## src/rtl/aes_spi_pkg.sv

```systemverilog
// Shared types and sizing constants for the AES SPI loader.
package aes_spi_pkg;

  typedef enum logic [2:0] {
    IDLE,
    RECV,
    LAUNCH,
    BUSY,
    READY,
    SEND
  } spi_state_t;

  localparam int unsigned BLOCK_W_DEF   = 128;
  localparam int unsigned FRAME_FULL    = 256;
  localparam int unsigned FRAME_PT_ONLY = 128;
  localparam int unsigned CNT_W         = 9;

endpackage

```

## src/rtl/aes_spi_loader_if.sv

```systemverilog
// Loader <-> AES round controller bus: load strobe, operand blocks, completion and result.
interface aes_spi_loader_if
  import aes_spi_pkg::*;
#(
  parameter int unsigned BLOCK_W = BLOCK_W_DEF
);

  logic               load;
  logic [BLOCK_W-1:0] plaintext;
  logic [BLOCK_W-1:0] key;
  logic               cipher_complete;
  logic [BLOCK_W-1:0] cyphertext;

  modport master (
    output load,
    output plaintext,
    output key,
    input  cipher_complete,
    input  cyphertext
  );

  modport slave (
    input  load,
    input  plaintext,
    input  key,
    output cipher_complete,
    output cyphertext
  );

endinterface

```

## src/rtl/spi_sync_edge.sv

```systemverilog
// Multi-flop synchronizer for one async pin, plus rise/fall pulses from one extra history flop.
module spi_sync_edge #(
  parameter int unsigned SYNC_STAGES = 2
) (
  input  logic clk,
  input  logic reset,
  input  logic din,
  output logic level,
  output logic rise_c,
  output logic fall_c
);

  logic [SYNC_STAGES-1:0] sync_q;
  logic                   prev_q;

  always_ff @(posedge clk or negedge reset) begin
    if (!reset) begin
      sync_q <= '0;
      prev_q <= 1'b0;
    end else begin
      sync_q <= {sync_q[SYNC_STAGES-2:0], din};
      prev_q <= sync_q[SYNC_STAGES-1];
    end
  end

  assign level  = sync_q[SYNC_STAGES-1];
  assign rise_c = sync_q[SYNC_STAGES-1] & ~prev_q;
  assign fall_c = ~sync_q[SYNC_STAGES-1] & prev_q;

endmodule

```

## src/rtl/aes_spi_loader.sv

```systemverilog
// SPI front end for the AES round controller: receives pt/key frames, launches, returns cyphertext.
// Optional build macro AES_SPI_KEY_RETAIN_EN accepts BLOCK_W-bit frames that reuse the held key.
module aes_spi_loader
  import aes_spi_pkg::*;
#(
  parameter int unsigned BLOCK_W     = BLOCK_W_DEF,
  parameter int unsigned SYNC_STAGES = 2
) (
  input  logic             clk,
  input  logic             reset,
  input  logic             sck,
  input  logic             sdi,
  input  logic             ce,
  output logic             sdo,
  output logic             done,
  output logic             busy,
  output logic             frame_err,
  aes_spi_loader_if.master ctl
);

  localparam int unsigned FRAME_W = 2 * BLOCK_W;

  logic sck_rise_c, sck_fall_c, ce_rise_c, ce_fall_c, sdi_s;
  logic sck_level_unused, ce_level_unused, sdi_rise_unused, sdi_fall_unused;

  spi_sync_edge #(.SYNC_STAGES(SYNC_STAGES)) u_sck_sync (
    .clk(clk), .reset(reset), .din(sck),
    .level(sck_level_unused), .rise_c(sck_rise_c), .fall_c(sck_fall_c)
  );

  spi_sync_edge #(.SYNC_STAGES(SYNC_STAGES)) u_ce_sync (
    .clk(clk), .reset(reset), .din(ce),
    .level(ce_level_unused), .rise_c(ce_rise_c), .fall_c(ce_fall_c)
  );

  spi_sync_edge #(.SYNC_STAGES(SYNC_STAGES)) u_sdi_sync (
    .clk(clk), .reset(reset), .din(sdi),
    .level(sdi_s), .rise_c(sdi_rise_unused), .fall_c(sdi_fall_unused)
  );

  spi_state_t         state_q, state_d;
  logic [CNT_W-1:0]   cnt_q, cnt_d;
  logic [FRAME_W-1:0] in_sr_q, in_sr_d;
  logic [BLOCK_W-1:0] out_sr_q, out_sr_d;
  logic [BLOCK_W-1:0] pt_q, pt_d, key_q, key_d;
  logic               frame_err_q, frame_err_d;
  logic               load_q, load_d, busy_q, busy_d, done_q, done_d, sdo_q, sdo_d;

  // State, datapath and registered outputs
  always_ff @(posedge clk or negedge reset) begin
    if (!reset) begin
      state_q     <= IDLE;
      cnt_q       <= '0;
      in_sr_q     <= '0;
      out_sr_q    <= '0;
      pt_q        <= '0;
      key_q       <= '0;
      frame_err_q <= 1'b0;
      load_q      <= 1'b0;
      busy_q      <= 1'b0;
      done_q      <= 1'b0;
      sdo_q       <= 1'b0;
    end else begin
      state_q     <= state_d;
      cnt_q       <= cnt_d;
      in_sr_q     <= in_sr_d;
      out_sr_q    <= out_sr_d;
      pt_q        <= pt_d;
      key_q       <= key_d;
      frame_err_q <= frame_err_d;
      load_q      <= load_d;
      busy_q      <= busy_d;
      done_q      <= done_d;
      sdo_q       <= sdo_d;
    end
  end

  // Next-state and datapath; a ce fall takes priority over any sck edge in the same cycle
  always_comb begin
    state_d     = state_q;
    cnt_d       = cnt_q;
    in_sr_d     = in_sr_q;
    out_sr_d    = out_sr_q;
    pt_d        = pt_q;
    key_d       = key_q;
    frame_err_d = frame_err_q;

    case (state_q)
      IDLE: begin
        if (ce_rise_c) begin
          state_d = RECV;
          cnt_d   = '0;
          in_sr_d = '0;
        end
      end
      RECV: begin
        if (ce_fall_c) begin
          if (cnt_q == CNT_W'(FRAME_W)) begin
            pt_d        = in_sr_q[FRAME_W-1:BLOCK_W];
            key_d       = in_sr_q[BLOCK_W-1:0];
            frame_err_d = 1'b0;
            state_d     = LAUNCH;
          end
`ifdef AES_SPI_KEY_RETAIN_EN
          else if (cnt_q == CNT_W'(BLOCK_W)) begin
            pt_d        = in_sr_q[BLOCK_W-1:0];
            frame_err_d = 1'b0;
            state_d     = LAUNCH;
          end
`endif
          else begin
            frame_err_d = 1'b1;
            state_d     = IDLE;
          end
        end else if (sck_rise_c && (cnt_q != CNT_W'(FRAME_W))) begin
          in_sr_d = {in_sr_q[FRAME_W-2:0], sdi_s};
          cnt_d   = cnt_q + CNT_W'(1);
        end
      end
      LAUNCH: begin
        state_d = BUSY;
      end
      BUSY: begin
        if (ctl.cipher_complete) begin
          out_sr_d = ctl.cyphertext;
          state_d  = READY;
        end
      end
      READY: begin
        if (ce_rise_c) begin
          state_d = SEND;
        end
      end
      SEND: begin
        if (ce_fall_c) begin
          out_sr_d = '0;
          state_d  = IDLE;
        end else if (sck_fall_c) begin
          out_sr_d = {out_sr_q[BLOCK_W-2:0], 1'b0};
        end
      end
      default: begin
        state_d = IDLE;
      end
    endcase

    load_d = (state_q == LAUNCH);
    busy_d = (state_d == LAUNCH) || (state_d == BUSY);
    done_d = (state_d == READY) || (state_d == SEND);
    sdo_d  = done_d & out_sr_d[BLOCK_W-1];
  end

  assign sdo           = sdo_q;
  assign done          = done_q;
  assign busy          = busy_q;
  assign frame_err     = frame_err_q;
  assign ctl.load      = load_q;
  assign ctl.plaintext = pt_q;
  assign ctl.key       = key_q;

endmodule

```

## src/flat_wrapper.sv

```systemverilog
// flat-port wrapper written by rule: the top's interface ports become plain ports
module aes_spi_loader_flat import aes_spi_pkg::*;
#(
  parameter int unsigned BLOCK_W     = BLOCK_W_DEF,
  parameter int unsigned SYNC_STAGES = 2
)
  (clk, reset, sck, sdi, ce, sdo, done, busy, frame_err, ctl_load, ctl_plaintext, ctl_key, ctl_cipher_complete, ctl_cyphertext);
  aes_spi_loader_if #(.BLOCK_W(BLOCK_W)) ctl_i ();
  input  logic clk;
  input  logic reset;
  input  logic sck;
  input  logic sdi;
  input  logic ce;
  output logic sdo;
  output logic done;
  output logic busy;
  output logic frame_err;
  output wire logic [$bits(ctl_i.load)-1:0] ctl_load;
  output wire logic [$bits(ctl_i.plaintext)-1:0] ctl_plaintext;
  output wire logic [$bits(ctl_i.key)-1:0] ctl_key;
  input wire logic [$bits(ctl_i.cipher_complete)-1:0] ctl_cipher_complete;
  input wire logic [$bits(ctl_i.cyphertext)-1:0] ctl_cyphertext;
  assign ctl_load = ctl_i.load;
  assign ctl_plaintext = ctl_i.plaintext;
  assign ctl_key = ctl_i.key;
  assign ctl_i.cipher_complete = ctl_cipher_complete;
  assign ctl_i.cyphertext = ctl_cyphertext;
  aes_spi_loader #(.BLOCK_W(BLOCK_W), .SYNC_STAGES(SYNC_STAGES)) u_core (.clk(clk), .reset(reset), .sck(sck), .sdi(sdi), .ce(ce), .sdo(sdo), .done(done), .busy(busy), .frame_err(frame_err), .ctl(ctl_i));
endmodule
```

## config.mk

```make
export PLATFORM = sky130hd
export DESIGN_NAME = aes_spi_loader_flat
export DESIGN_NICKNAME = d
export VERILOG_FILES = /design/src/rtl/aes_spi_pkg.sv /design/src/rtl/aes_spi_loader_if.sv /design/src/rtl/spi_sync_edge.sv /design/src/rtl/aes_spi_loader.sv /design/src/flat_wrapper.sv
export SDC_FILE = /design/constraint.sdc
export NUM_CORES = 1
export LEC_CHECK = 0
export CAP_MARGIN = 40
export CORE_MARGIN = 5
export CORE_UTILIZATION = 40
export CTS_CLUSTER_SIZE = 16
export DETAILED_ROUTE_END_ITERATION = 7
export PLACE_DENSITY_LB_ADDON = 0.08
export SLEW_MARGIN = 10
export SYNTH_ARGS = -nofsm -noshare
export SYNTH_HDL_FRONTEND = slang
export SYNTH_SLANG_ARGS = --single-unit
```

## constraint.sdc

```tcl
create_clock -name clk -period 2.2 [get_ports clk]
set_input_delay 0.44 -clock clk [delete_from_list [all_inputs] [get_ports clk]]
set_output_delay 0.44 -clock clk [all_outputs]
set_load 0.02 [all_outputs]
```

# ---- Word level (Yosys, flattened, before mapping)
# Cells that the tools add are included.
dict set report totals {
  elab_cells 73
  regBits 665
  out_inout_bits 261
  input_bits 134
}
dict set report classes {
  n_mux 20
  bitwise 9
  eq_ne 16
  n_reduce_logical 10
  addsub 1
}
# cell count
set op_table {}
lappend op_table {{256-bit 2-to-1 mux} 3}
lappend op_table {{256-bit case mux with 2 select lines} 1}
lappend op_table {{128-bit 2-to-1 mux} 3}
lappend op_table {{128-bit case mux with 2 select lines} 1}
lappend op_table {{9-bit 2-to-1 mux} 3}
lappend op_table {{3-bit case mux with 6 select lines} 1}
lappend op_table {{9-bit case mux with 2 select lines} 1}
lappend op_table {{3-bit 2-to-1 mux} 5}
lappend op_table {{3-bit by 2-bit equality test with 1-bit output (second input constant)} 4}
lappend op_table {{3-bit equality test (second input constant)} 4}
lappend op_table {{9-bit by 1-bit adder with 9-bit output (second input constant)} 1}
lappend op_table {{9-bit equality test (second input constant)} 1}
lappend op_table {{9-bit != test (second input constant)} 1}
lappend op_table {{3-bit AND reduction} 2}
lappend op_table {{1-bit AND} 5}
lappend op_table {{2-bit by 1-bit != test with 1-bit output (second input constant)} 2}
lappend op_table {{2-bit != test (second input constant)} 2}
lappend op_table {{1-bit NOT} 4}
lappend op_table {{4-bit AND reduction} 1}
lappend op_table {{2-bit nonzero test} 2}
lappend op_table {{3-bit by 1-bit equality test with 1-bit output (second input constant)} 1}
lappend op_table {{3-bit zero test} 1}
lappend op_table {{3-bit by 1-bit != test with 1-bit output (second input constant)} 1}
lappend op_table {{1-bit logical OR} 2}
lappend op_table {{other kinds (4)} 4}

# ---- Logic depth before layout (Yosys ltp)
# Gate-level depths: netlist of the first run.
dict set report depth {
  ltp_word 7
  depth_mapped 10
  ltp_nobuf 7
}

# ---- Hierarchy
# A second synthesis of the first run with hierarchy kept.
dict set report hier_totals {
  cells_unflattened 2212
  hier_area_um2 27268.7
}
# mod seq_area_each_um2 cells_per_inst instances area_each_um2
set modules_own_cells {}
lappend modules_own_cells {aes_spi_loader 16440.8 2197 1 26998.4}
lappend modules_own_cells {spi_sync_edge 75.1 5 3 90.1}

# ---- Worst setup path before layout of the first run
# Ideal clock, no wire load.
dict set report synth_path {
  kind {reg-to-reg}
  start {register u_core.cnt_q[0]}
  end {register u_core.cnt_q[5]}
  path_stages_with_launch 10
  t_arrival_ns 1.740
  path_slack_ns 0.330
  n_path_buf 2
  synth_period_minus_slack_ns 1.870
  setup_time_ns 0.130
  required_time_ns 2.070
  cell_sequence {dfrtp_1 -> inv_1 -> ha_1 -> and2_1 -> a311oi_2 -> o21ai_1 -> buf_2 -> buf_2 -> o31ai_1 -> a21oi_1}
}
dict set report synth_between {
  elab_chain_len 4
  word_cells_on_any_way 8
  classes_between {1 x add/sub; 2 x eq/ne; 3 x mux; 2 x reduce/logical}
}
# element line_no
set synth_lines {}
lappend synth_lines {{from (decl)} aes_spi_loader.sv:42} ;# logic [CNT_W-1:0] cnt_q, cnt_d;
lappend synth_lines {{from (signal assigned)} aes_spi_loader.sv:65} ;# cnt_q <= cnt_d;
lappend synth_lines {{9-bit by 1-bit adder with 9-bit output or 9-bit != test (tied branches)} {aes_spi_loader.sv:117, aes_spi_loader.sv:115}}
lappend synth_lines {{9-bit 2-to-1 mux or 1-bit logical AND (tied branches)} aes_spi_loader.sv:115} ;# end else if (sck_rise_c && (cnt_q != CNT_W'(FRAME_W))) begin
lappend synth_lines {{9-bit 2-to-1 mux or 2-bit by 1-bit != test with 1-bit output (tied branches)} --}
lappend synth_lines {{9-bit case mux with 2 select lines or 4-bit AND reduction (tied branches)} --}
# Parallel ways exist; a longest one is shown, timed or not. The select of a mux whose other input is x is not followed.
# A chain may end at the register's enable or synchronous reset.

# ---- Worst setup path in the final report of the first run
dict set report layout_path {
  start {register u_core.pt_q[11], in the netlist u_core.ctl.plaintext[11]}
  end {output ctl_plaintext[11]}
}
# element line_no
set layout_lines {}
lappend layout_lines {{from (decl)} aes_spi_loader.sv:45} ;# logic [BLOCK_W-1:0] pt_q, pt_d, key_q, key_d;
lappend layout_lines {{from (signal assigned)} aes_spi_loader.sv:68} ;# pt_q <= pt_d;
lappend layout_lines {{to (decl)} flat_wrapper.sv:19} ;# output wire logic [$bits(ctl_i.plaintext)-1:0] ctl_plaintext;
# No word-level cell between the ends.

==> impl_results.md, run 1 <==
- Status: complete, but fails checks
- Failing checks: design-rule violations
- Die area: between 60000 and 70000 µm²
- 1st-pass router iterations: 8
- Largest family of logic cells by synthesized area: simple AND/OR/NAND/NOR gates
- Core area: 64100 µm²
- Final count of hold timing violations: 0
- Hold slack: ~0.30 ns
- WHS Endpoint: u_core.u_ce_sync.sync_q[0]
- Clock Skews: approximately 0.020 ns
- Total number of vias: roughly 18000
- CTS HTree Levels: 3
- Power per cell area: roughly 890 nW/µm²
- Syn nets: about 2300
- Fin crit share: a little over nine tenths
- Fillers: 5591
- Setup Crit Path Kind: flip-flop to output port
- Max VDD drop: 0.572 mV
- Post-DP HPWL: about 44000 µm
- Top_reg_cell synth: dfrtp_1
- Synthesized area: 25700 µm²
- Commonest non-fill, non-tap cell in the layout: dfrtp_1
- Minimum clock period: 2.11 ns
- Vias in the first global route: roughly 18000
- Grt total ovfl: 0
- Mux cell area share after synthesis: 11.3%
- Worst-path cell chain: clkdlybuf4s50_1
- Critical path startpoint category: flip-flop
- Worst-margin pin slew: roughly 0.4 ns
- Slowest CP cell: clkdlybuf4s50_1
- Maximum fanout along the worst path: 2
- Final worst slack: just under 0.09 ns
- Relative slew slack: 73.2%
- Clock tree buffer depth: 3
- IO Count: around 400
- # DRC: between 40 and 50
- Static Leak: roughly 0.018 µW
- Fmax: around 470 MHz
- Mapped Cells: roughly 2200
- Port-buffer cells: a little under 400
- Final Setup Violations: 0
- CTS Sinks: between 600 and 700
- Share of cells above drive strength 1: around 16%
- Initial Util: approximately 40%
- Initial antenna violation count: 2
- Antenna violation net count after detailed routing: 0
- Worst reg-to-reg setup slack: around 0.12 ns
- Nets: about 2700
- Clock-pin slew on the worst setup and hold paths: ~0.06 ns
- Worst path max stage delay: between 0.7 and 0.8 ns
- HP Start: ce
- Vias per inst: around 5
- Post-synthesis xor/xnor area fraction: less than 1%
- Overall Global Routing Usage: between 10% and 20%
- Die X: 264 µm
- Compound-Gate Fraction of Synth Area: 5.50%
- Critical path's top delay family: buffers and inverters
- CP endpoint kind: output port
- First-pass GRT wire length: approximately 110000 µm
- Cells on worst reg2reg path: 7
- Area Growth Syn to Fin: 30.3%
- Die Y-Extent: ~260 µm
- Root buffer cell: clkbuf_16
- Synth Area in Adders: less than 1%
- GP Congestion: between 0.7 and 0.8
- Sum of buffers and inverters on the critical path: 1
- Seq/Total Area, Yosys: approximately two thirds
- Initial DRC Count: ~1700
- Clk_lat worst skew: around 0.6 ns
- Largest net degree at the start of global routing: 82
- CTS buffer count: 72
- Total routed wirelength: ~65000 µm
- CTS tree: built
- FF-to-FF Start: u_core.cnt_q[5]
- Hold path cells: 1
- Yosys cell types: 38
- Site Rows: 93
- CP required: ~1.8 ns
- Async SR Flop Fraction: 100%
- Yosys reg bits: ~670
- Synth warn: 0
- R2r endpoint: u_core.in_sr_q[229]
- Max-Cap Viols: 0
- Final Slew Violations: 0
- Number of flops mapped to enable cells by yosys: 0
- Arrival @ worst endpoint: 1.67 ns
- Commonest non-fill, non-tap cells in the layout: 665 x dfrtp_1, 520 x nand2_1, 392 x clkdlybuf4s50_1
- Worst Hold Class: input pin to flip-flop
- Worst slack, placed: between 0.0015 and 0.002 ns
- Wire per inst: 18.7 µm
- Fin util: 52.3%
- Post-Syn Area per Cell: around 12 µm²
- Area share of and/or/nand/nor cells after synthesis: 13.5%
[worst max-delay path by stage]
stage / from / end / slack [ns] / depth (start not counted)
2_1_floorplan: u_core.cnt_q[0] / u_core.cnt_q[5] / 0.33 / 9
3_3_place_gp: ctl_cipher_complete / u_core.out_sr_q[111] / 0.05 / 7
3_5_place_dp: ctl_cipher_complete / u_core.out_sr_q[14] / 0.002 / 7
4_1_cts: u_core.ctl.plaintext[11] / ctl_plaintext[11] / 0.01 / 1
5_1_grt: u_core.cnt_q[0] / u_core.in_sr_q[53] / -0.003 / 9
6_report: u_core.ctl.plaintext[11] / ctl_plaintext[11] / 0.09 / 1
[power breakdown]
group | internal (µW) | switching, µW
Combinational | 1720 | 2450
Clock | 6990 | 4780
Sequential | 13300 | 696
[per-stage QoR]
stage | cell area (µm²) | cells | power, µW | TNS [ns]
2_1_floorplan | 25700 | 2179 | 16600 | 0
3_3_place_gp | 31200 | 3351 | 18300 | 0
3_5_place_dp | 31200 | 3351 | 18400 | 0
4_1_cts | 33500 | 3471 | 30400 | 0
5_1_grt | 33500 | 3474 | 31400 | -0.00589
6_report | 33500 | 3474 | 30000 | 0
[state kept, by name (all words and copies together) (netlist names)]
name	cells
u_core.sdo	1
u_core.in_sr_q	256
u_core.u_ce_sync.prev_q	1
u_core.ctl.load	1
u_core.busy	1
u_core.u_sck_sync.prev_q	1
u_core.frame_err	1
u_core.state_q	3
u_core.done	1
u_core.u_ce_sync.sync_q	2
u_core.out_sr_q	128
u_core.ctl.plaintext	128
u_core.u_sdi_sync.sync_q	2
u_core.ctl.key	128
u_core.cnt_q	9
u_core.u_sck_sync.sync_q	2
[layout make-up]
type                            count  area [µm²]  share of cell area (%)
Timing Repair Buffer              476        5140                    15.3
Tap cell                          855        1070                    3.19
Sequential cell                   665       16600                    49.6
Clock buffer                      100        2100                    6.27
Antenna cell                        2        5.00                  0.0149
Clock inverter                     19         185                   0.552
Multi-Input combinational cell   1222        7880                    23.5
Inverter                          135         507                    1.51
[cell usage after synthesis (3+ instances only)]
cell      number  share of area, %
mux2_1        41               1.8
buf_4         22              0.64
a222oi_1     127               4.9
mux2_2       215               9.4
nand3_1      260               5.1
and3_1         3             0.073
o21ai_1        4             0.078
buf_2         73               1.4
nand2_1      520               7.6
buf_1          7              0.10
inv_1        135               2.0
nor2_1         7              0.10
nand2b_1       7              0.17
clkbuf_1      55              0.80
a21oi_1        6              0.12
dfrtp_1      665                65
[per-layer routing]
| layer | GRT usage, % | vias up | part of all wire (%) |
|---|---|---|---|
| li1 | - | 8266 | - |
| met5 | 0 | - | 0 |
| met4 | 5.30 | 0 | 2.6 |
| met1 | 25.1 | 9064 | 44 |
| met2 | 30.4 | 466 | 49 |
| met3 | 3.71 | 107 | 4.9 |
[cells by family (layout without fill, tap and decap cells)]
| family | Yosys count | in the layout |
|---|---|---|
| other | 0 | 2 |
| buffers and inverters | 292 | 730 |
| adders and majority gates | 2 | 2 |
| muxes | 258 | 258 |
| AOI/OAI and AO/OA | 149 | 149 |
| and+or+nand+nor | 812 | 812 |
| DFF | 665 | 665 |
| xor gates and xnor gates | 1 | 1 |
[repair_timing]
| action | CTS | global route |
|---|---|---|
| hold buffers | 1 | 0 |
| setup buffers | 0 | 1 |
| endpoints found under the hold margin | 28 | 0 |
| gates resized for setup | 0 | 7 |
| endpoints found under the setup margin | 0 | 121 |
(Power assumes the default switching activity.)
==> inputs of run 2 (changes only) <==
--- a/config.mk
+++ b/config.mk
@@ -8,6 +8,7 @@
 export CAP_MARGIN = 40
 export CORE_MARGIN = 5
 export CORE_UTILIZATION = 40
+export CTS_CLUSTER_DIAMETER = 80
 export CTS_CLUSTER_SIZE = 16
 export DETAILED_ROUTE_END_ITERATION = 7
 export PLACE_DENSITY_LB_ADDON = 0.08
==> run 2 against run 1 <==
  * The run still ends with design-rule violations left
  * Critical endpoint is now ctl_plaintext[126]
  * Design area is 2.6% lower
  * Final cell count shrank 1.7%
  * Largest power group unchanged
  * Critical path depth unchanged
==> impl_results.md, run 2 (synthesis gave the netlist of run 1 again) <==
- Worst-path cell chain: clkdlybuf4s50_1 (unchanged)
- Initial antenna violation count: 3 (was 2)
- Sum of buffers and inverters on the critical path: 1 (unchanged)
- Worst path max stage delay: 0.64 ns (was 0.74 ns)
- Setup Crit Path Kind: flip-flop to output port (unchanged)
- Initial Util: 40.1% (unchanged)
- Root buffer cell: clkbuf_16 (unchanged)
- Worst reg-to-reg setup slack: 0.12 ns (about the same)
- Total number of vias: 17700 (was 17900)
- Max FFs per register: 256 (unchanged)
- CTS tree: built (unchanged)
- Fin crit share: 95.5% (was 96.1%)
- Fin area: 32700 µm² (was 33500 µm²)
- Total routed wirelength: 65300 µm (was 65000 µm)
- Max VDD drop: 0.663 mV (was 0.572 mV)
- Minimum clock period: 2.10 ns (was 2.11 ns)
- Critical path startpoint category: flip-flop (unchanged)
- Commonest non-fill, non-tap cells in the layout: 665 x dfrtp_1, 520 x nand2_1, 391 x clkdlybuf4s50_1 (was 665 x dfrtp_1, 520 x nand2_1, 392 x clkdlybuf4s50_1)
- DP Area: 31200 µm² (unchanged)
- Power per cell area: 815 nW/µm² (was 894 nW/µm²)
- Post-DP HPWL: 43600 µm (unchanged)
- Fmax: 476 MHz (was 473 MHz)
- Area Growth Syn to Fin: 26.9% (was 30.3%)
- Initial DRC Count: 1774 (was 1669)
- Arrival @ worst endpoint: 1.66 ns (was 1.67 ns)
- Largest register by flop count: u_core.in_sr_q (unchanged)
- Largest net degree at the start of global routing: 82 (unchanged)
- Clock Skews: 0.0157 ns (was 0.0200 ns)
- FF-to-FF Start: u_core.cnt_q[0] (was u_core.cnt_q[5])
- Critical path's top delay family: buffers and inverters (unchanged)
- Max-Cap Viols: 0 (unchanged)
- HP Start: sck (was ce)
- Clock-pin slew on the worst setup and hold paths: 0.07 ns (was 0.06 ns)
- Final Slew Violations: 0 (unchanged)
- Area of the multi-input gates: 7880 µm² (unchanged)
- Die Y-Extent: 264 µm (unchanged)
- CTS HTree Levels: 2 (was 3)
- Worst-margin pin slew: 0.422 ns (was 0.400 ns)
- Grt total ovfl: 0 (unchanged)
- Cells on worst reg2reg path: 7 (unchanged)
- Fillers: 5656 (was 5591)
- Core area: 64100 µm² (unchanged)
- Status: complete, but fails checks (unchanged)
- Overall Global Routing Usage: 18.1% (was 18.4%)
- Final count of hold timing violations: 0 (unchanged)
- Die area: 69500 µm² (unchanged)
- Failing checks: design-rule violations (unchanged)
- CTS buffer count: 48 (was 72)
- Nets: 2688 (was 2708)
- Slowest CP cell: clkdlybuf4s50_1 (unchanged)
- Share of cells above drive strength 1: 14.3% (was 15.8%)
- CP endpoint kind: output port (unchanged)
- Reg area: 16600 µm² (unchanged)
- Setup_tns: 0 ns (unchanged)
- Port-buffer cells: 394 (unchanged)
- First-pass GRT wire length: 104000 µm (was 105000 µm)
- # DRC: 41 (was 47)
- WHS Endpoint: u_core.u_sck_sync.sync_q[0] (was u_core.u_ce_sync.sync_q[0])
- Static Leak: 0.0171 µW (was 0.0175 µW)
- Die X: 264 µm (unchanged)
- IO Count: 395 (unchanged)
- Crit path from: u_core.ctl.plaintext[126] (was u_core.ctl.plaintext[11])
- Worst Hold Class: input pin to flip-flop (unchanged)
- Overall Power: 26600 µW (was 30000 µW)
- Vias per inst: 5.20 (was 5.15)
- Antenna violation net count after detailed routing: 0 (unchanged)
- Hold path cells: 1 (unchanged)
- Clock tree buffer depth: 3 (unchanged)
- CP required: 1.76 ns (about the same)
- Site Rows: 93 (unchanged)
- GP Congestion: 0.784 (unchanged)
- R2r endpoint: u_core.cnt_q[7] (was u_core.in_sr_q[229])
- Wire per inst: 19.1 µm (was 18.7 µm)
- Maximum fanout along the worst path: 2 (unchanged)
- Commonest non-fill, non-tap cell in the layout: dfrtp_1 (unchanged)
- Relative slew slack: 71.9% (was 73.2%)
- Vias in the first global route: 18200 (was 18500)
- Clk_lat worst skew: 0.59 ns (was 0.60 ns)
- Final Setup Violations: 0 (unchanged)
- CTS Sinks: 665 (unchanged)
- 1st-pass router iterations: 8 (unchanged)
run 2: stage by stage:
stage | utilization, % | worst slack (ns) | std cells | hold slack, ns
after floorplan | - | 0.330 | 2179 | 0.144
after global placement | 48.6 | 0.0527 | 3351 | 0.335
after detailed placement | 48.6 | 0.00164 | 3351 | 0.337
after CTS | 50.7 | 0.00955 | 3407 | 0.241
after global routing | 50.9 | -0.00232 | 3415 | 0.263
final | 50.9 | 0.0997 | 3415 | 0.288
run 2: power breakdown:
group	switching [µW]	internal (µW)	leakage (µW)
registers	701	13300	0.00917
logic	2520	1830	0.00725
clock network	4140	4130	0.000645
total	7360	19300	0.0171
run 2: how the worst max path moves through the flow:
stage / to / cells after the start
2_1_floorplan: u_core.cnt_q[5] / 9
3_3_place_gp: u_core.out_sr_q[111] / 7
3_5_place_dp: u_core.out_sr_q[14] / 7
4_1_cts: ctl_plaintext[12] / 1
5_1_grt: u_core.in_sr_q[255] / 9
6_report: ctl_plaintext[126] / 1
run 2: layout make-up:
cell class | count | area share (%)
diodes | 3 | 0.0230
clock buffers | 50 | 3.80
clock inverters | 5 | 0.211
inverters | 135 | 1.55
multi-input cells | 1222 | 24.1
flip-flops and latches | 665 | 51.0
well taps | 855 | 3.28
repair buffers | 480 | 16.1
run 2: worst register-to-register path: cells and delay by family (launching register included):
kind | cells | cell delay, ns
simple gates | 2 | 0.71
compound gates | 3 | 0.65
flops | 1 | 0.38
fa+ha+maj | 1 | 0.18
buf+inv | 1 | 0.08
run 2: per-layer routing:
metal / vias up / global-route usage (%) / wire, µm
met5: - / 0.693 / 0
met4: 0 / 5.13 / 1700
met3: 88 / 2.92 / 3070
met2: 429 / 29.9 / 31700
met1: 9026 / 25.0 / 28800
li1: 8204 / - / -
run 2: repair_timing:
action / 4_1_cts / 5_1_grt
endpoints found under the hold margin: 28 / 0
gates resized for setup: 1 / 10
pin swaps: 0 / 1
hold buffers: 1 / 0
gates cloned: 0 / 3
setup endpoints to repair: 1 / 156
setup buffers: 0 / 2
